## src/rtl/paddle_ctrl_pkg.sv

```systemverilog
// Shared constants, AI state encoding and position helpers for the paddle controller.
//  - Screen geometry (V_DISP, SLDE_W, BODY_L, BALL_W) and derived rows CTR, YMIN, YMAX.
//  - ai_state_e: AI_IDLE=0, AI_TRACK=1, AI_RETURN=2.
//  - clamp_y / move_y: signed 12-bit clamp of a row into [YMIN, YMAX] and one button step.
package paddle_ctrl_pkg;

    localparam int V_DISP = 480;
    localparam int SLDE_W = 10;
    localparam int BODY_L = 80;
    localparam int BALL_W = 16;

    localparam logic [9:0] CTR  = 10'((V_DISP - BODY_L) / 2);
    localparam logic [9:0] YMIN = 10'(SLDE_W);
    localparam logic [9:0] YMAX = 10'(V_DISP - SLDE_W - BODY_L);

    localparam logic signed [11:0] YMIN_S  = 12'(SLDE_W);
    localparam logic signed [11:0] YMAX_S  = 12'(V_DISP - SLDE_W - BODY_L);
    // Offset from ball top row to the paddle top that centres the paddle on the ball.
    localparam logic signed [11:0] TGT_OFS = 12'(BALL_W / 2 - BODY_L / 2);

    // Debounced button index order inside the controller.
    localparam int B_UP0 = 0;
    localparam int B_DN0 = 1;
    localparam int B_UP1 = 2;
    localparam int B_DN1 = 3;

    typedef enum logic [1:0] {
        AI_IDLE   = 2'd0,
        AI_TRACK  = 2'd1,
        AI_RETURN = 2'd2
    } ai_state_e;

    function automatic logic [9:0] clamp_y(input logic signed [11:0] v);
        if (v < YMIN_S)      return YMIN;
        else if (v > YMAX_S) return YMAX;
        else                 return v[9:0];
    endfunction

    // One button-driven move; both or neither pressed holds the row.
    function automatic logic [9:0] move_y(input logic [9:0] y, input logic up,
                                          input logic dn, input logic [9:0] stp);
        logic signed [11:0] t;
        t = $signed({2'b00, y});
        if (up && !dn)      t = t - $signed({2'b00, stp});
        else if (dn && !up) t = t + $signed({2'b00, stp});
        return clamp_y(t);
    endfunction

endpackage

```

## src/rtl/paddle_ctrl_if.sv

```systemverilog
// Game-side signal bundle of the paddle controller.
//  master: ball engine / board side, drives game controls, buttons and ball position.
//  slave : paddle_ctrl, drives the two paddle rows and the AI debug state.
interface paddle_ctrl_if;

    logic       start;
    logic       s;
    logic       guiwei;
    logic       ai_en;
    logic       btn_up0;
    logic       btn_dn0;
    logic       btn_up1;
    logic       btn_dn1;
    logic [9:0] ball_x;
    logic [9:0] ball_y;
    logic [9:0] padbody_y0;
    logic [9:0] padbody_y1;
    logic [1:0] ai_state;

    modport master (
        output start, s, guiwei, ai_en,
        output btn_up0, btn_dn0, btn_up1, btn_dn1,
        output ball_x, ball_y,
        input  padbody_y0, padbody_y1, ai_state
    );

    modport slave (
        input  start, s, guiwei, ai_en,
        input  btn_up0, btn_dn0, btn_up1, btn_dn1,
        input  ball_x, ball_y,
        output padbody_y0, padbody_y1, ai_state
    );

endinterface

```

## src/rtl/paddle_ctrl_btn_debounce.sv

```systemverilog
// Button conditioner: 2-flop synchroniser followed by a stability counter.
//  vga_clk, sys_rst_n : clock, async active-low reset
//  btn_in             : raw asynchronous button level
//  btn_out            : debounced level, moves DEB_CNT clocks after the synced level settles
module btn_debounce #(
    parameter int DEB_CNT = 500000
) (
    input  logic vga_clk,
    input  logic sys_rst_n,
    input  logic btn_in,
    output logic btn_out
);

    localparam int CW = (DEB_CNT > 1) ? $clog2(DEB_CNT) : 1;

    logic          sync1_q, sync1_d;
    logic          sync2_q, sync2_d;
    logic          deb_q, deb_d;
    logic [CW-1:0] cnt_q, cnt_d;

    always_comb begin
        sync1_d = btn_in;
        sync2_d = sync1_q;
        deb_d   = deb_q;
        cnt_d   = '0;
        // Any clock where the synced level agrees with the output restarts the count.
        if (sync2_q != deb_q) begin
            if (cnt_q == CW'(DEB_CNT - 1)) deb_d = sync2_q;
            else                           cnt_d = cnt_q + CW'(1);
        end
    end

    always_ff @(posedge vga_clk or negedge sys_rst_n) begin
        if (!sys_rst_n) begin
            sync1_q <= 1'b0;
            sync2_q <= 1'b0;
            deb_q   <= 1'b0;
            cnt_q   <= '0;
        end else begin
            sync1_q <= sync1_d;
            sync2_q <= sync2_d;
            deb_q   <= deb_d;
            cnt_q   <= cnt_d;
        end
    end

    assign btn_out = deb_q;

endmodule

```

## src/rtl/paddle_ctrl.sv

```systemverilog
// Paddle controller: two paddle top rows for the ball engine.
//  vga_clk, sys_rst_n : pixel clock, async active-low reset
//  pif (slave)        : start/s/guiwei/ai_en, four raw buttons, ball_x/ball_y in;
//                       padbody_y0 (left), padbody_y1 (right), ai_state out (all registered)
// Left paddle follows its buttons; right paddle follows its buttons or, with ai_en,
// the AI tracker. Moves happen only on the move tick from the speed divider.
module paddle_ctrl import paddle_ctrl_pkg::*; #(
    parameter int STEP     = 2,
    parameter int DIV_FAST = 80000,
    parameter int DIV_SLOW = 180000,
    parameter int DEB_CNT  = 500000,
    parameter int AI_DEAD  = 4
) (
    input  logic          vga_clk,
    input  logic          sys_rst_n,
    paddle_ctrl_if.slave  pif
);

    localparam int DIV_MAX = (DIV_SLOW > DIV_FAST) ? DIV_SLOW : DIV_FAST;
    localparam int DW      = (DIV_MAX > 1) ? $clog2(DIV_MAX) : 1;

    localparam logic [9:0]         STEP10 = 10'(STEP);
    localparam logic signed [11:0] STEP_S = 12'(STEP);
    localparam logic signed [11:0] DEAD_S = 12'(AI_DEAD);

    // ---------------- buttons ----------------
    logic [3:0] btn_raw, btn_deb;
    assign btn_raw = {pif.btn_dn1, pif.btn_up1, pif.btn_dn0, pif.btn_up0};

    for (genvar i = 0; i < 4; i++) begin : g_deb
        btn_debounce #(.DEB_CNT(DEB_CNT)) u_deb (
            .vga_clk   (vga_clk),
            .sys_rst_n (sys_rst_n),
            .btn_in    (btn_raw[i]),
            .btn_out   (btn_deb[i])
        );
    end

    // ---------------- move tick ----------------
    logic [DW-1:0] div_cnt_q, div_cnt_d, div_last;
    logic          tick;

    assign div_last = pif.s ? DW'(DIV_FAST - 1) : DW'(DIV_SLOW - 1);
    assign tick     = (div_cnt_q == div_last);
    // ">=" also catches a count stranded above the new limit after s switches: wrap, no tick.
    assign div_cnt_d = (div_cnt_q >= div_last) ? '0 : div_cnt_q + DW'(1);

    // ---------------- AI helpers ----------------
    logic [9:0]         x_prev_q, x_prev_d;
    logic               approaching;
    logic signed [11:0] tgt_raw, d_tgt, d_ctr;
    logic [9:0]         tgt;

    assign approaching = (pif.ball_x > x_prev_q);
    assign tgt_raw     = $signed({2'b00, pif.ball_y}) + TGT_OFS;
    assign tgt         = clamp_y(tgt_raw);

    // ---------------- paddles + AI FSM ----------------
    logic [9:0] y0_q, y0_d, y1_q, y1_d;
    ai_state_e  st_q, st_d;

    assign d_tgt = $signed({2'b00, tgt}) - $signed({2'b00, y1_q});
    assign d_ctr = $signed({2'b00, CTR}) - $signed({2'b00, y1_q});

    always_comb begin
        y0_d     = y0_q;
        y1_d     = y1_q;
        st_d     = st_q;
        x_prev_d = tick ? pif.ball_x : x_prev_q;

        if (!pif.start) begin
            y0_d = CTR;
            y1_d = CTR;
            st_d = AI_IDLE;
        end else if (pif.guiwei) begin
            // Point scored: recentre even if a tick lands on the same clock.
            y0_d = CTR;
            y1_d = CTR;
            st_d = pif.ai_en ? AI_RETURN : AI_IDLE;
        end else begin
            if (tick) y0_d = move_y(y0_q, btn_deb[B_UP0], btn_deb[B_DN0], STEP10);

            if (!pif.ai_en) begin
                st_d = AI_IDLE;
                if (tick) y1_d = move_y(y1_q, btn_deb[B_UP1], btn_deb[B_DN1], STEP10);
            end else begin
                case (st_q)
                    AI_IDLE: st_d = AI_TRACK;
                    AI_TRACK: if (tick) begin
                        if (d_tgt > DEAD_S)       y1_d = y1_q + STEP10;
                        else if (d_tgt < -DEAD_S) y1_d = y1_q - STEP10;
                        if (!approaching) st_d = AI_RETURN;
                    end
                    AI_RETURN: if (tick) begin
                        // Residual under one step is left alone rather than overshooting.
                        if (d_ctr >= STEP_S)       y1_d = y1_q + STEP10;
                        else if (d_ctr <= -STEP_S) y1_d = y1_q - STEP10;
                        if (approaching) st_d = AI_TRACK;
                    end
                    default: st_d = AI_IDLE;
                endcase
            end
        end
    end

    always_ff @(posedge vga_clk or negedge sys_rst_n) begin
        if (!sys_rst_n) begin
            div_cnt_q <= '0;
            x_prev_q  <= '0;
            y0_q      <= CTR;
            y1_q      <= CTR;
            st_q      <= AI_IDLE;
        end else begin
            div_cnt_q <= div_cnt_d;
            x_prev_q  <= x_prev_d;
            y0_q      <= y0_d;
            y1_q      <= y1_d;
            st_q      <= st_d;
        end
    end

    assign pif.padbody_y0 = y0_q;
    assign pif.padbody_y1 = y1_q;
    assign pif.ai_state   = st_q;

endmodule
```

## src/flat_wrapper.sv

```systemverilog
// flat-port wrapper written by rule: the top's interface ports become plain ports
module paddle_ctrl_flat import paddle_ctrl_pkg::*;
#(
    parameter int STEP     = 2,
    parameter int DIV_FAST = 80000,
    parameter int DIV_SLOW = 180000,
    parameter int DEB_CNT  = 500000,
    parameter int AI_DEAD  = 4
)
  (vga_clk, sys_rst_n, pif_start, pif_s, pif_guiwei, pif_ai_en, pif_btn_up0, pif_btn_dn0, pif_btn_up1, pif_btn_dn1, pif_ball_x, pif_ball_y, pif_padbody_y0, pif_padbody_y1, pif_ai_state);
  paddle_ctrl_if pif_i ();
  input  logic vga_clk;
  input  logic sys_rst_n;
  input wire logic [$bits(pif_i.start)-1:0] pif_start;
  input wire logic [$bits(pif_i.s)-1:0] pif_s;
  input wire logic [$bits(pif_i.guiwei)-1:0] pif_guiwei;
  input wire logic [$bits(pif_i.ai_en)-1:0] pif_ai_en;
  input wire logic [$bits(pif_i.btn_up0)-1:0] pif_btn_up0;
  input wire logic [$bits(pif_i.btn_dn0)-1:0] pif_btn_dn0;
  input wire logic [$bits(pif_i.btn_up1)-1:0] pif_btn_up1;
  input wire logic [$bits(pif_i.btn_dn1)-1:0] pif_btn_dn1;
  input wire logic [$bits(pif_i.ball_x)-1:0] pif_ball_x;
  input wire logic [$bits(pif_i.ball_y)-1:0] pif_ball_y;
  output wire logic [$bits(pif_i.padbody_y0)-1:0] pif_padbody_y0;
  output wire logic [$bits(pif_i.padbody_y1)-1:0] pif_padbody_y1;
  output wire logic [$bits(pif_i.ai_state)-1:0] pif_ai_state;
  assign pif_i.start = pif_start;
  assign pif_i.s = pif_s;
  assign pif_i.guiwei = pif_guiwei;
  assign pif_i.ai_en = pif_ai_en;
  assign pif_i.btn_up0 = pif_btn_up0;
  assign pif_i.btn_dn0 = pif_btn_dn0;
  assign pif_i.btn_up1 = pif_btn_up1;
  assign pif_i.btn_dn1 = pif_btn_dn1;
  assign pif_i.ball_x = pif_ball_x;
  assign pif_i.ball_y = pif_ball_y;
  assign pif_padbody_y0 = pif_i.padbody_y0;
  assign pif_padbody_y1 = pif_i.padbody_y1;
  assign pif_ai_state = pif_i.ai_state;
  paddle_ctrl #(.STEP(STEP), .DIV_FAST(DIV_FAST), .DIV_SLOW(DIV_SLOW), .DEB_CNT(DEB_CNT), .AI_DEAD(AI_DEAD)) u_core (.vga_clk(vga_clk), .sys_rst_n(sys_rst_n), .pif(pif_i));
endmodule
```

## config.mk

```make
export PLATFORM = sky130hd
export DESIGN_NAME = paddle_ctrl_flat
export DESIGN_NICKNAME = d
export VERILOG_FILES = /design/src/rtl/paddle_ctrl_pkg.sv /design/src/rtl/paddle_ctrl_if.sv /design/src/rtl/paddle_ctrl_btn_debounce.sv /design/src/rtl/paddle_ctrl.sv /design/src/flat_wrapper.sv
export SDC_FILE = /design/constraint.sdc
export NUM_CORES = 1
export LEC_CHECK = 0
export CORE_MARGIN = 3
export CORE_UTILIZATION = 40
export DETAILED_ROUTE_END_ITERATION = 8
export PLACE_DENSITY = 0.66
export SETUP_SLACK_MARGIN = 0.4
export SYNTH_ARGS = -nofsm -noshare
export SYNTH_HDL_FRONTEND = slang
export SYNTH_SLANG_ARGS = --single-unit
export TNS_END_PERCENT = 5
```

## constraint.sdc

```tcl
create_clock -name vga_clk -period 4.2 [get_ports vga_clk]
set_input_delay 0.84 -clock vga_clk [delete_from_list [all_inputs] [get_ports vga_clk]]
set_output_delay 0.84 -clock vga_clk [all_outputs]
set_load 0.01 [all_outputs]
```

# [Word level (Yosys, flattened, before mapping)]
# Index checks and enable logic that the tools add are counted.
[word_totals] ff_bits=138 inputBits=30 out_inout_bits=22 wordCells=134
[op_classes] add_sub_neg=14 magnitude_cmp=12 n_eq_ne=22 n_mux=50 reduce_logical=15
[op_table] operator="two-way mux 10 bit" count=19
[op_table] operator="two-way mux 19 bit" count=8
[op_table] operator="two-way mux 12 bit" count=11
[op_table] operator="adder 19 x 1 -> 19 bit (second input constant)" count=4
[op_table] operator="== test 19 bit (second input constant)" count=4
[op_table] operator="greater-than comparator 12 x 10 -> 1 bit (second input constant)" count=3
[op_table] operator="< comparator 12 x 5 -> 1 bit (second input constant)" count=3
[op_table] operator="two-way mux 18 bit" count=2
[op_table] operator="adder 10 x 2 -> 11 bit (second input constant)" count=2
[op_table] operator="subtractor 10 x 2 -> 11 bit (second input constant)" count=2
[op_table] operator="one-hot mux 10 bit (2 select lines)" count=1
[op_table] operator="adder 18 x 1 -> 18 bit (second input constant)" count=1
[op_table] operator="== test 18 bit" count=1
[op_table] operator="greater-or-equal comparator 18 bit" count=1
[op_table] operator="two-way mux 2 bit" count=8
[op_table] operator="inequality test 5 x 4 -> 1 bit (second input constant)" count=3
[op_table] operator="adder 11 x 6 -> 12 bit (second input constant)" count=1
[op_table] operator="greater-or-equal comparator 12 x 3 -> 1 bit (second input constant)" count=1
[op_table] operator="greater-than comparator 12 x 4 -> 1 bit (second input constant)" count=1
[op_table] operator="<= comparator 12 x 2 -> 1 bit (second input constant)" count=1
[op_table] operator="< comparator 12 x 3 -> 1 bit (second input constant)" count=1
[op_table] operator="inequality test 6 x 4 -> 1 bit (second input constant)" count=2
[op_table] operator="subtractor 10 x 10 -> 11 bit" count=1
[op_table] operator="subtractor 8 x 10 -> 11 bit (first input constant)" count=1
[op_table] operator="18 further kinds" count=31

# [Depth between registers and ports, before layout]
# Gate-level depths: netlist of the first run.
[depth] ltp_word=15 depth_mapped=19 depth_no_buf=18

# [Modules after synthesis]
# Synthesis of the first run repeated with hierarchy kept, for this count alone.
[unflattened] hier_cells=1033 hier_area_um2=9186.3
[modules_own_cells] module="paddle_ctrl" instances=1 cells_per_inst=613 area_each_um2=4867.2 seq_area_each_um2=1208.7
[modules_own_cells] module="btn_debounce" instances=4 cells_per_inst=105 area_each_um2=1079.8 seq_area_each_um2=550.5

# [Worst setup path after synthesis of the first run]
# No wires, ideal clock.
[synth_path] path_type="in2reg" from="in pif_ball_y[5]" to="reg u_core.y1_q[9], in the netlist u_core.pif.padbody_y1[9]" setup_time_ps=77 arrival_ps=4667 required_time_ps=4123 slack_ps=-544 path_stages=17 path_buffers=0 path_cell_list="inv_1 -> ha_1 -> and3b_1 -> a21oi_1 -> o41ai_1 -> nand2b_1 -> nor2_1 -> ha_1 -> o21a_1 -> or3_1 -> o211ai_1 -> nor4b_1 -> nand4_1 -> o21ai_1 -> mux2_2 -> or4_1 -> o21ai_1"
[synth_between] elab_chain_len=12 elab_cells_between_ends=16 cone_classes="add/sub: 2; order compare: 4; eq/ne: 1; mux: 8; reduce/logical: 1"
[synth_rtl] element="from (decl)" line_no="flat_wrapper.sv:23" source="input wire logic [$bits(pif_i.ball_y)-1:0] pif_ball_y;"
[synth_rtl] element="adder 11 x 6 -> 12 bit *" line_no="paddle_ctrl.sv:55" source="assign tgt_raw = $signed({2'b00, pif.ball_y}) + TGT_OFS;"
[synth_rtl] element="greater-than comparator 12 x 10 -> 1 bit" line_no="paddle_ctrl_pkg.sv:35" source="else if (v > YMAX_S) return YMAX;"
[synth_rtl] element="two-way mux 10 bit" line_no="paddle_ctrl_pkg.sv:35"
[synth_rtl] element="two-way mux 10 bit *" line_no="paddle_ctrl_pkg.sv:34" source="if (v < YMIN_S) return YMIN;"
[synth_rtl] element="subtractor 10 x 10 -> 11 bit *" line_no="paddle_ctrl.sv:62" source="assign d_tgt = $signed({2'b00, tgt}) - $signed({2'b00, y1_q});"
[synth_rtl] element="greater-than comparator 12 x 4 -> 1 bit" line_no="paddle_ctrl.sv:90" source="if (d_tgt > DEAD_S) y1_d = y1_q + STEP10;"
[synth_rtl] element="two-way mux 10 bit" line_no="paddle_ctrl.sv:90"
[synth_rtl] element="two-way mux 10 bit" line_no="paddle_ctrl.sv:89" source="AI_TRACK: if (tick) begin"
[synth_rtl] element="one-hot mux 10 bit (2 select lines)" line_no="paddle_ctrl.sv:87" source="case (st_q)"
[synth_rtl] element="two-way mux 10 bit" line_no="paddle_ctrl.sv:83" source="if (!pif.ai_en) begin"
[synth_rtl] element="two-way mux 10 bit" line_no="paddle_ctrl.sv:75" source="end else if (pif.guiwei) begin"
[synth_rtl] element="two-way mux 10 bit" line_no="paddle_ctrl.sv:71" source="if (!pif.start) begin"
[synth_rtl] element="to (signal assigned)" line_no="paddle_ctrl.sv:117" source="y1_q <= y1_d;"
[synth_rtl] element="to (decl)" line_no="paddle_ctrl.sv:59" source="logic [9:0] y0_q, y0_d, y1_q, y1_d;"
# Every way passes the cells marked *; elsewhere a longest branch is shown, timed or not. The select of a mux whose other input is x is not followed.
# A chain may end at the register's enable or synchronous reset.

# [Worst setup path in the final report of the first run]
# Same ends and word-level chain as after synthesis.

==> summary.md, run 1 <==
After technology mapping, the gate count stands at 1000. Total overflow reported by the global router: 0. After synthesis, flip-flops and latches occupy 39.0% of the total area. The routability congestion estimate from global placement is 0.940, and the length of the first detailed-routing pass in iterations is 5.

The run finished with clean final reports. Summed over its instances, the top area cell type makes up 37.2% of the synthesized netlist area. Counting flops and latches in the post-synthesis netlist gives 136. The floorplan step defined a core boundary enclosing 0.0213 mm^2.

Detailed placement finished with a half-perimeter wire length of 14300 um. Setup repair after global routing could not meet its margin everywhere. The path with the worst hold slack has its endpoint at u_core.g_deb[2].u_deb.sync2_q$_DFF_PN0_.

The areal power density over the cells is 325 mW/mm^2. The logs give 52 for the number of I/O pins and 0 for the final-report setup violation count. In this run, synthesis inferred 0 flip-flops with an integrated enable. The clock network accounts for 47.6% of the total power. Across the run, the number of max-cap violations was 0.

The aggregate negative setup slack is 0 ps, and the clock buffer count from CTS is 17. The mapped netlist covers 0.00876 mm^2. Once the floorplan was initialized, standard cells occupied 41.1% of the core. The combined flip-flop and latch cell area came out at 0.00341 mm^2. The arrival time reported for the critical path endpoint was 4500 ps; the synthesis-to-finish area growth was 24.2%.

The run gives 34800 um as the first-pass GRT wire length. End of the worst register-to-register path: u_core.pif.padbody_y1[9]$_DFFE_PN0P_. Along the worst path, the maximum fanout reaches 4. The number of antenna diodes in the final layout is 0. Mean area per synthesized cell: 8.76 um^2.

For the yosys synthesis warning count, the log shows 0. Net switching is 25.7% of the power. The run gives 240 MHz as the top achievable clock speed. At the pin with the least slew margin, the transition time is 926 ps. The kind of path behind the tightest hold check was register to register.

After synthesis, the cell types taking the most area are sky130_fd_sc_hd__dfrtp_1 37%, sky130_fd_sc_hd__nor2_1 6.6%, sky130_fd_sc_hd__ha_1 5.9%, sky130_fd_sc_hd__xor2_1 5.4%, sky130_fd_sc_hd__xnor2_1 4.5%. The overall die area is 0.0237 mm^2. The final hold violation count was 0; the average wire per standard cell was 14.6 um. The setup skew after layout was 9.32 ps; the number of cells on the worst reg-to-reg path was 12. The most used flip-flop cell after synthesis is sky130_fd_sc_hd__dfrtp_1. The cell type with the highest aggregate area in the netlist was sky130_fd_sc_hd__dfrtp_1.

For this run, design rule violations remaining after detail routing come to 0. The reported net switching power is 908 uW. The tools report the worst-skew pair later-pin latency as 420 ps. No sink is reached through more buffers than the 2 on the longest clock path.

The tools report the clock sink total as 136. The utilization of the core after routing was 51.1%; the post-layout minimum cycle time was 4160 ps. The run gives 1173 as the total number of nets in the final design. TritonCTS built the clock tree. In the finished design, the share of the clock period the worst path needs comes to 99.1%. Leaving out filler cells and counting taps, the final layout contains 1390. The worst pin sits at a relative slew slack of 38.3%. Count of pins over their slew limit: 0. Timing analysis after detailed placement gives a worst setup slack of -935 ps.

The initialized floorplan defines 53 standard-cell rows. At the worst endpoint, the required time is 4540 ps. Global routing used 17.4% of the available tracks. The tools report the initial antenna violation count as 1. The worst reg-to-reg setup slack was 750 ps. The library cell used most frequently in the layout, excluding fill and tap cells, is sky130_fd_sc_hd__nor2_1.

The layout has 1923 filler cells. The maximum number of pins on one net before global-route repair is 101, and the via count of the first global-routing pass is 7321. The final routed wirelength across all metal layers came out at 20300 um. After detailed placement, the design holds a cell count of 1349. STA classifies the critical path endpoint as a register. H-tree depth: 4. The startpoint class of the critical path is a primary input. The detail route stage leaves a number of antenna-violating nets equal to 0. The clock transition time at the flip-flop clock pins of the worst setup and hold paths is 60 ps, and the fraction of synthesis flops using an asynchronous set or reset pin is 100%.

Across all setup checks in the final design, the least slack found is 39.4 ps. The startpoint identified for the worst register-to-register timing path is u_core.pif.padbody_y1[3]$_DFFE_PN1P_. The netlist uses 78 different library cells. The library cells used most frequently in the layout, excluding fill and tap cells, are 153 x sky130_fd_sc_hd__nor2_1, 130 x sky130_fd_sc_hd__dfrtp_1, 71 x sky130_fd_sc_hd__nand2_1, 61 x sky130_fd_sc_hd__buf_4, 57 x sky130_fd_sc_hd__nand3_1. The logs give 38.3% for the sequential group share of total power and 0.292 mV for the worst supply voltage drop on vdd. From left edge to right edge, the die measures 154 um. The vertical extent of the die works out to 154 um. The tools report the root buffer cell as sky130_fd_sc_hd__clkbuf_16.

The classification of the worst setup path was primary input to register. The startpoint of the tightest hold check path was u_core.g_deb[2].u_deb.sync1_q$_DFF_PN0_. Cell internal power was estimated by the tool at 2.62 mW.

For this design, the CTS-stage hold fixing added 0 buffers. The tools report the fraction of power consumed by combinational cells as 14.1%. The detailed router finished its first iteration with 438 violations. The share of final-layout standard cells stronger than drive strength 1 was 15.0%; the leakage dissipation was 4.69 nW. In the routed layout, each cell is associated on average with a via count of 5.41. For this block, the via count after detailed routing is 7514. The multi-input combinational cell area is 0.00528 mm^2, and the count of buffers inserted at the top-level ports is 49. The cell depth of the worst min-delay path works out to 0.
routing by layer:
| metal | share of wire, % | routed length [um] | GRT usage [%] | vias to the layer above |
|---|---|---|---|---|
| met2 | 46 | 9410 | 27.6 | 152 |
| met1 | 48 | 9690 | 23.7 | 3577 |
| met4 | 1.6 | 329 | 5.97 | 2 |
| met3 | 4.2 | 854 | 3.46 | 27 |
| li1 | - | - | - | 3756 |
| met5 | 0.049 | 10 | 0 | - |
timing repair:
item	4_1_cts	5_1_grt
gates cloned	0	0
resized for setup	53	17
endpoints found under the hold margin	0	0
setup buffers	7	2
endpoints found under the setup margin	9	9
pin swaps	32	12
state kept, by name, summed over array words and instances, names as in the netlist:
name / flops
u_core.g_deb.u_deb.cnt_q: 76
u_core.g_deb.u_deb.sync1_q: 4
u_core.x_prev_q: 10
u_core.div_cnt_q: 18
u_core.pif.padbody_y1: 9
u_core.pif.padbody_y0: 9
u_core.pif.ai_state: 2
u_core.g_deb.u_deb.btn_out: 4
u_core.g_deb.u_deb.sync2_q: 4
worst max-delay path by stage:
stage                  startpoint                                    to  slack [ps]  depth (start not counted)
global route        pif_ball_y[5]  u_core.pif.padbody_y1[9]$_DFFE_PN0P_        -130                         19
CTS                 pif_ball_y[5]  u_core.pif.padbody_y1[8]$_DFFE_PN0P_         -40                         21
global placement    pif_ball_y[5]  u_core.pif.padbody_y1[9]$_DFFE_PN0P_        -810                         18
finish              pif_ball_y[5]  u_core.pif.padbody_y1[9]$_DFFE_PN0P_          40                         19
detailed placement  pif_ball_y[6]  u_core.pif.padbody_y1[8]$_DFFE_PN0P_        -940                         19
floorplan           pif_ball_y[5]  u_core.pif.padbody_y1[9]$_DFFE_PN0P_        -280                         16
logic make-up after synthesis:
group / after synthesis / share of synthesized area (%)
buffers and inverters: 82 / 3.64
DFF: 136 / 39.0
muxes: 15 / 1.81
and+or+nand+nor: 454 / 26.4
adders and majority gates: 41 / 5.86
AOI/OAI and AO/OA: 172 / 13.4
xor gates and xnor gates: 99 / 9.90
other: 1 / 0.0428
through the flow:
stage | power (mW) | hold slack [ps] | cell area, um^2
floorplan | 1.63 | 331 | 8800
global placement | 1.81 | 332 | 9920
detailed placement | 1.82 | 335 | 9920
CTS | 3.55 | 349 | 10800
global route | 3.68 | 355 | 10900
finish | 3.53 | 348 | 10900
worst max-delay path: stages:
cell	delay, ps
sky130_fd_sc_hd__buf_8	80
sky130_fd_sc_hd__inv_4	30
sky130_fd_sc_hd__ha_4	250
sky130_fd_sc_hd__and3b_2	200
sky130_fd_sc_hd__nand2_2	60
sky130_fd_sc_hd__a311oi_2	260
sky130_fd_sc_hd__buf_4	180
sky130_fd_sc_hd__nand2b_4	60
sky130_fd_sc_hd__or2_4	240
sky130_fd_sc_hd__ha_4	290
sky130_fd_sc_hd__nor3_2	50
sky130_fd_sc_hd__o211a_1	280
sky130_fd_sc_hd__or4b_4	510
sky130_fd_sc_hd__o2111ai_4	130
sky130_fd_sc_hd__buf_4	180
sky130_fd_sc_hd__o21ai_2	80
sky130_fd_sc_hd__mux2_2	290
sky130_fd_sc_hd__or4_1	390
sky130_fd_sc_hd__o21ai_1	120
final cells by class:
| cell class | count | share of cell area, % |
|---|---|---|
| clock inverter | 15 | 2.19 |
| inverter | 50 | 1.77 |
| tap | 275 | 3.16 |
| clock buffer | 17 | 3.91 |
| multi-input combinational | 784 | 48.6 |
| sequential | 136 | 31.4 |
| timing repair buffer | 113 | 9.04 |
cells in the mapped netlist, types with 3 or more instances:
library cell	instances
sky130_fd_sc_hd__nor4_1	15
sky130_fd_sc_hd__nand4b_1	4
sky130_fd_sc_hd__o2111ai_1	5
sky130_fd_sc_hd__a22oi_1	6
sky130_fd_sc_hd__or2_2	6
sky130_fd_sc_hd__dfstp_2	6
sky130_fd_sc_hd__o21ai_1	3
sky130_fd_sc_hd__xor2_1	54
sky130_fd_sc_hd__a211o_1	3
sky130_fd_sc_hd__nand4_1	15
sky130_fd_sc_hd__a211oi_1	6
sky130_fd_sc_hd__a22o_1	5
sky130_fd_sc_hd__nand3_1	57
sky130_fd_sc_hd__nor4b_1	6
sky130_fd_sc_hd__o31ai_1	8
sky130_fd_sc_hd__and4_1	11
sky130_fd_sc_hd__nand2_1	72
sky130_fd_sc_hd__a221oi_1	3
sky130_fd_sc_hd__a21o_1	6
sky130_fd_sc_hd__mux2i_1	8
sky130_fd_sc_hd__a31oi_1	4
sky130_fd_sc_hd__a21oi_1	31
sky130_fd_sc_hd__or4_1	8
sky130_fd_sc_hd__nor2b_1	10
sky130_fd_sc_hd__mux2_2	7
sky130_fd_sc_hd__buf_1	5
sky130_fd_sc_hd__o21ai_0	42
sky130_fd_sc_hd__o41ai_1	3
sky130_fd_sc_hd__o211ai_1	5
sky130_fd_sc_hd__or3_1	15
sky130_fd_sc_hd__and2_1	7
sky130_fd_sc_hd__o22ai_1	5
sky130_fd_sc_hd__nand2b_1	17
sky130_fd_sc_hd__and3b_1	3
sky130_fd_sc_hd__ha_1	41
sky130_fd_sc_hd__clkbuf_1	22
sky130_fd_sc_hd__nor3_1	20
sky130_fd_sc_hd__dfrtp_1	130
sky130_fd_sc_hd__o21a_1	11
sky130_fd_sc_hd__xnor2_1	45
sky130_fd_sc_hd__or4b_1	4
sky130_fd_sc_hd__and3_1	15
sky130_fd_sc_hd__inv_1	50
sky130_fd_sc_hd__nor2_1	155
power by group through the flow:
stage	sequential [mW]	combinational [mW]	clock, mW
detailed placement	1.38	0.442	0
global placement	1.37	0.439	0
CTS	1.35	0.484	1.72
finish	1.35	0.498	1.68
floorplan	1.37	0.252	0
global route	1.35	0.549	1.78
No activity file was read; power rests on OpenSTA's default activity.
==> inputs of run 2 (changes only) <==
--- a/config.mk
+++ b/config.mk
@@ -6,10 +6,9 @@
 export NUM_CORES = 1
 export LEC_CHECK = 0
 export CORE_MARGIN = 3
-export CORE_UTILIZATION = 40
+export CORE_UTILIZATION = 30
 export DETAILED_ROUTE_END_ITERATION = 8
-export PLACE_DENSITY = 0.66
-export SETUP_SLACK_MARGIN = 0.4
+export PLACE_DENSITY = 0.56
 export SYNTH_ARGS = -nofsm -noshare
 export SYNTH_HDL_FRONTEND = slang
 export SYNTH_SLANG_ARGS = --single-unit
==> constraint.sdc (replaced) <==
create_clock -name vga_clk -period 3.45 [get_ports vga_clk]
set_input_delay 0.69 -clock vga_clk [delete_from_list [all_inputs] [get_ports vga_clk]]
set_output_delay 0.69 -clock vga_clk [all_outputs]
set_load 0.01 [all_outputs]
==> run 2 against run 1 <==
Compared with the run above: the flow now finishes with violations (negative setup slack); worst setup slack got worse by 810 ps; register-to-register slack lost 510 ps; design area up 3.1%; clock skew is 2.1 ps higher; flip-flop and latch count unchanged; first-iteration DRC count is 0.23% higher; die area up 32%; global-route usage shrank 2.8 points; non-clock buffer count is 24 higher; routed wire length rose by 8.0%.
==> summary.md, run 2 (same netlist as run 1, synthesis figures left out) <==
The flow ran to the end, but the final reports show violations. The final reports fail on negative setup slack. The number of cell rows was 61 (+15%); the clock buffer count from CTS was 17 (unchanged). The worst reg-to-reg setup slack is 240 ps (-510 ps), and the count of vias placed by the detailed router is 7668 (+2.0%). For the fraction of power consumed by combinational cells, the log shows 16.0% (+1.9 points). For the data required time at the worst endpoint, the log shows 3800 ps (-740 ps). The H-tree depth was 4 (unchanged); the top fanout value on the critical path was 3 (-1).

The min-delay analysis places its worst path in the category primary input to async pin. Total number of nets in the final design: 1197 (+2.0%). The setup skew after layout is 11.4 ps (+2.07 ps), and the post-cts hold buffer count is 0 (unchanged).

For the number of I/O pins, the log shows 52 (unchanged). The count of pins over their slew limit is 0 (unchanged), and the number of flip-flops in the largest register is 76 (unchanged). The aggregate negative setup slack was -6010 ps (-6010 ps); the top achievable clock speed was 237 MHz.

Ranked by flip-flop count, first place goes to u_core.g_deb.u_deb.cnt_q. The logs give 0.276 mV (-5.5%) for the worst supply voltage drop on vdd and 0.0313 mm^2 (+32%) for the overall die area. The slew of the pin with the lowest slew margin came out at 747 ps (-179 ps). In the layout the commonest cells are 153 x sky130_fd_sc_hd__nor2_1, 130 x sky130_fd_sc_hd__dfrtp_1, 83 x sky130_fd_sc_hd__buf_4, 71 x sky130_fd_sc_hd__nand2_1, 57 x sky130_fd_sc_hd__nand3_1. For the number of violations reported at the end of detailed-routing iteration 0, the log shows 439 (+0.23%).

The HPWL after detailed placement was 15600 um (+9.6%); the length of the first detailed-routing pass in iterations was 5 (unchanged). The number of cells on the worst reg-to-reg path came out at 10 (-2). The slowest stage of the critical path is the sky130_fd_sc_hd__or4_4 cell.

The die width came out at 177 um (+15%). Leaving out fill and tap cells, the most frequent cell in the layout is sky130_fd_sc_hd__nor2_1. The critical path goes through buf_8, inv_4, ha_4, and3b_2, a21oi_2, o41ai_2, nand2b_4, buf_6, nor2_1, ha_1, o21a_1, or3_1, o211ai_1, nor4b_4, nand4_1, o21ai_2, mux2_4, or4_4, o21ai_2. The via count of the first global-routing pass was 7770 (+6.1%); the average wire per standard cell was 14.5 um (-0.91%).

The synthesis-to-finish area growth works out to 28.1%. The vertical extent of the die was 177 um (+15%); the number of maximum-capacitance constraint violations was 0 (unchanged). The proportion of total power due to net switching was 26.4% (+0.65 points); the final setup slack of the worst path was -768 ps (-807 ps). The run gives 4.80 nW (+2.5%) as the leakage dissipation.

The final clock period utilization by the worst path came out at 122%. The largest registers in the layout are u_core.g_deb.u_deb.cnt_q x76, u_core.div_cnt_q x18, u_core.x_prev_q x10. The worst slew margin relative to its limit came out at 50.2% (+12 points).

The clock sink total came out at 136 (unchanged). The maximum buffer depth of the clock tree is 2 (unchanged). The share of final-layout standard cells stronger than drive strength 1 is 16.4% (+1.5 points), and the arrival time reported for the critical path endpoint is 4570 ps (+70 ps). TritonCTS built the clock tree. For the sequential group share of total power, the log shows 38.4% (about the same). The final-report setup violation count was 9 (+9); the DRC violation count after routing was 0 (unchanged). The clock transition time at the flip-flop clock pins of the worst setup and hold paths came out at 70 ps (about the same).

For the utilization of the core after routing, the log shows 39.7% (-11 points). The run gives 21900 um (+8.0%) as the final routed wirelength across all metal layers. The largest stage delay on the critical path was 410 ps (-100 ps); the internal portion of total power was 3.15 mW (+20%).

The launch point of the worst path is pif_ball_y[5]. The number of routed nets with antenna violations was 0 (unchanged); the areal power density over the cells was 381 mW/mm^2 (+17%). The worst-skew pair later-pin latency was 430 ps (about the same). The total overflow reported by the global router came out at 0 (unchanged). The most repeated library cell on the critical path is sky130_fd_sc_hd__o21ai_2. For the final hold violation count, the log shows 0 (unchanged). For the part of the total power dissipated in the clock network, the log shows 45.7% (-1.9 points). Setup repair after global routing could not meet its margin everywhere.

The endpoint identified for the worst register-to-register timing path is u_core.pif.padbody_y1[9]$_DFFE_PN0P_. The worst setup path is launched from a primary input. The reported net switching power is 1.13 mW (+24%). The initial cell density of the core is 31.0% (-10 points), and the routability congestion estimate from global placement is 0.898 (-4.4%). The post-layout minimum cycle time is 4220 ps, and the first-pass GRT wire length is 37600 um (+8.1%). The initial antenna violation count was 0 (-1); the final antenna diode count was 0 (unchanged). The classification of the worst setup path is primary input to register.

For the overall global routing resource usage, the log shows 14.5% (-2.8 points). The tools report the root buffer cell as sky130_fd_sc_hd__clkbuf_16. The tools report the core box area as 0.0282 mm^2 (+33%).

In this run the critical register-to-register path is launched from u_core.pif.padbody_y1[7]$_DFFE_PN1P_. The vias per cell was 5.06 (-6.4%). The worst setup path is captured at a register. The count of buffers inserted at the top-level ports works out to 49 (unchanged).

The tools report the maximum number of pins on one net before global-route repair as 75 (-26%).
[run 2: worst max-delay path by stage]
stage | endpoint | slack, ps | depth (start not counted)
floorplan | u_core.pif.padbody_y1[9]$_DFFE_PN0P_ | -880 | 16
global placement | u_core.pif.padbody_y1[8]$_DFFE_PN0P_ | -1430 | 19
detailed placement | u_core.pif.padbody_y1[9]$_DFFE_PN0P_ | -1570 | 18
CTS | u_core.pif.padbody_y1[9]$_DFFE_PN0P_ | -700 | 20
global route | u_core.pif.padbody_y1[8]$_DFFE_PN0P_ | -900 | 20
finish | u_core.pif.padbody_y1[9]$_DFFE_PN0P_ | -770 | 19
[run 2: cell type report]
type	count	area, um^2
Timing Repair Buffer	137	1170
Clock inverter	13	198
Sequential cell	136	3410
Tap cell	378	473
Fill cell	2809	17000
Multi-Input combinational cell	784	5340
Inverter	50	193
Clock buffer	17	425
[run 2: metrics by stage]
step	std cells	total power, mW	instance area, um^2	setup slack [ps]	hold slack, ps
finish	1515	4.27	11200	-768	294
global route	1515	4.47	11200	-895	333
CTS	1508	4.28	11000	-703	306
detailed placement	1470	2.24	10200	-1570	335
global placement	1470	2.24	10200	-1430	335
floorplan	1002	1.98	8800	-885	331
[run 2: what timing repair did]
| action | 4_1_cts | 5_1_grt |
|---|---|---|
| setup buffers | 8 | 7 |
| pin swaps | 24 | 23 |
| setup endpoints to repair | 9 | 9 |
| gates resized for setup | 47 | 28 |
[run 2: critical path: cells and delay by family]
kind                       cells  cell delay, ps
AOI/OAI and AO/OA              6            1110
adders and majority gates      2             560
buffers and inverters          3             200
muxes                          1             320
and+or+nand+nor                7            1690
[run 2: power groups by stage]
stage	clock network [mW]	logic (mW)	registers, mW
2_1_floorplan	0	0.307	1.67
3_3_place_gp	0	0.574	1.67
3_5_place_dp	0	0.576	1.67
4_1_cts	2.02	0.620	1.64
5_1_grt	2.08	0.751	1.64
6_report	1.95	0.682	1.64
[run 2: metal layers]
layer  wire, um  vias up  GRT usage (%)
met3        894       29           3.47
met5          0        -              0
li1           -     3805              -
met4        474        0           5.50
met2      10100      152           23.0
met1      10400     3682           19.3
==> inputs of run 3 (changes only) <==
--- a/config.mk
+++ b/config.mk
@@ -9,6 +9,7 @@
 export CORE_UTILIZATION = 30
 export DETAILED_ROUTE_END_ITERATION = 8
 export PLACE_DENSITY = 0.56
+export SETUP_SLACK_MARGIN = 0.05
 export SYNTH_ARGS = -nofsm -noshare
 export SYNTH_HDL_FRONTEND = slang
 export SYNTH_SLANG_ARGS = --single-unit
==> results of run 3 <==
The final DEF is identical to that of run 2; final timing and power are the same.
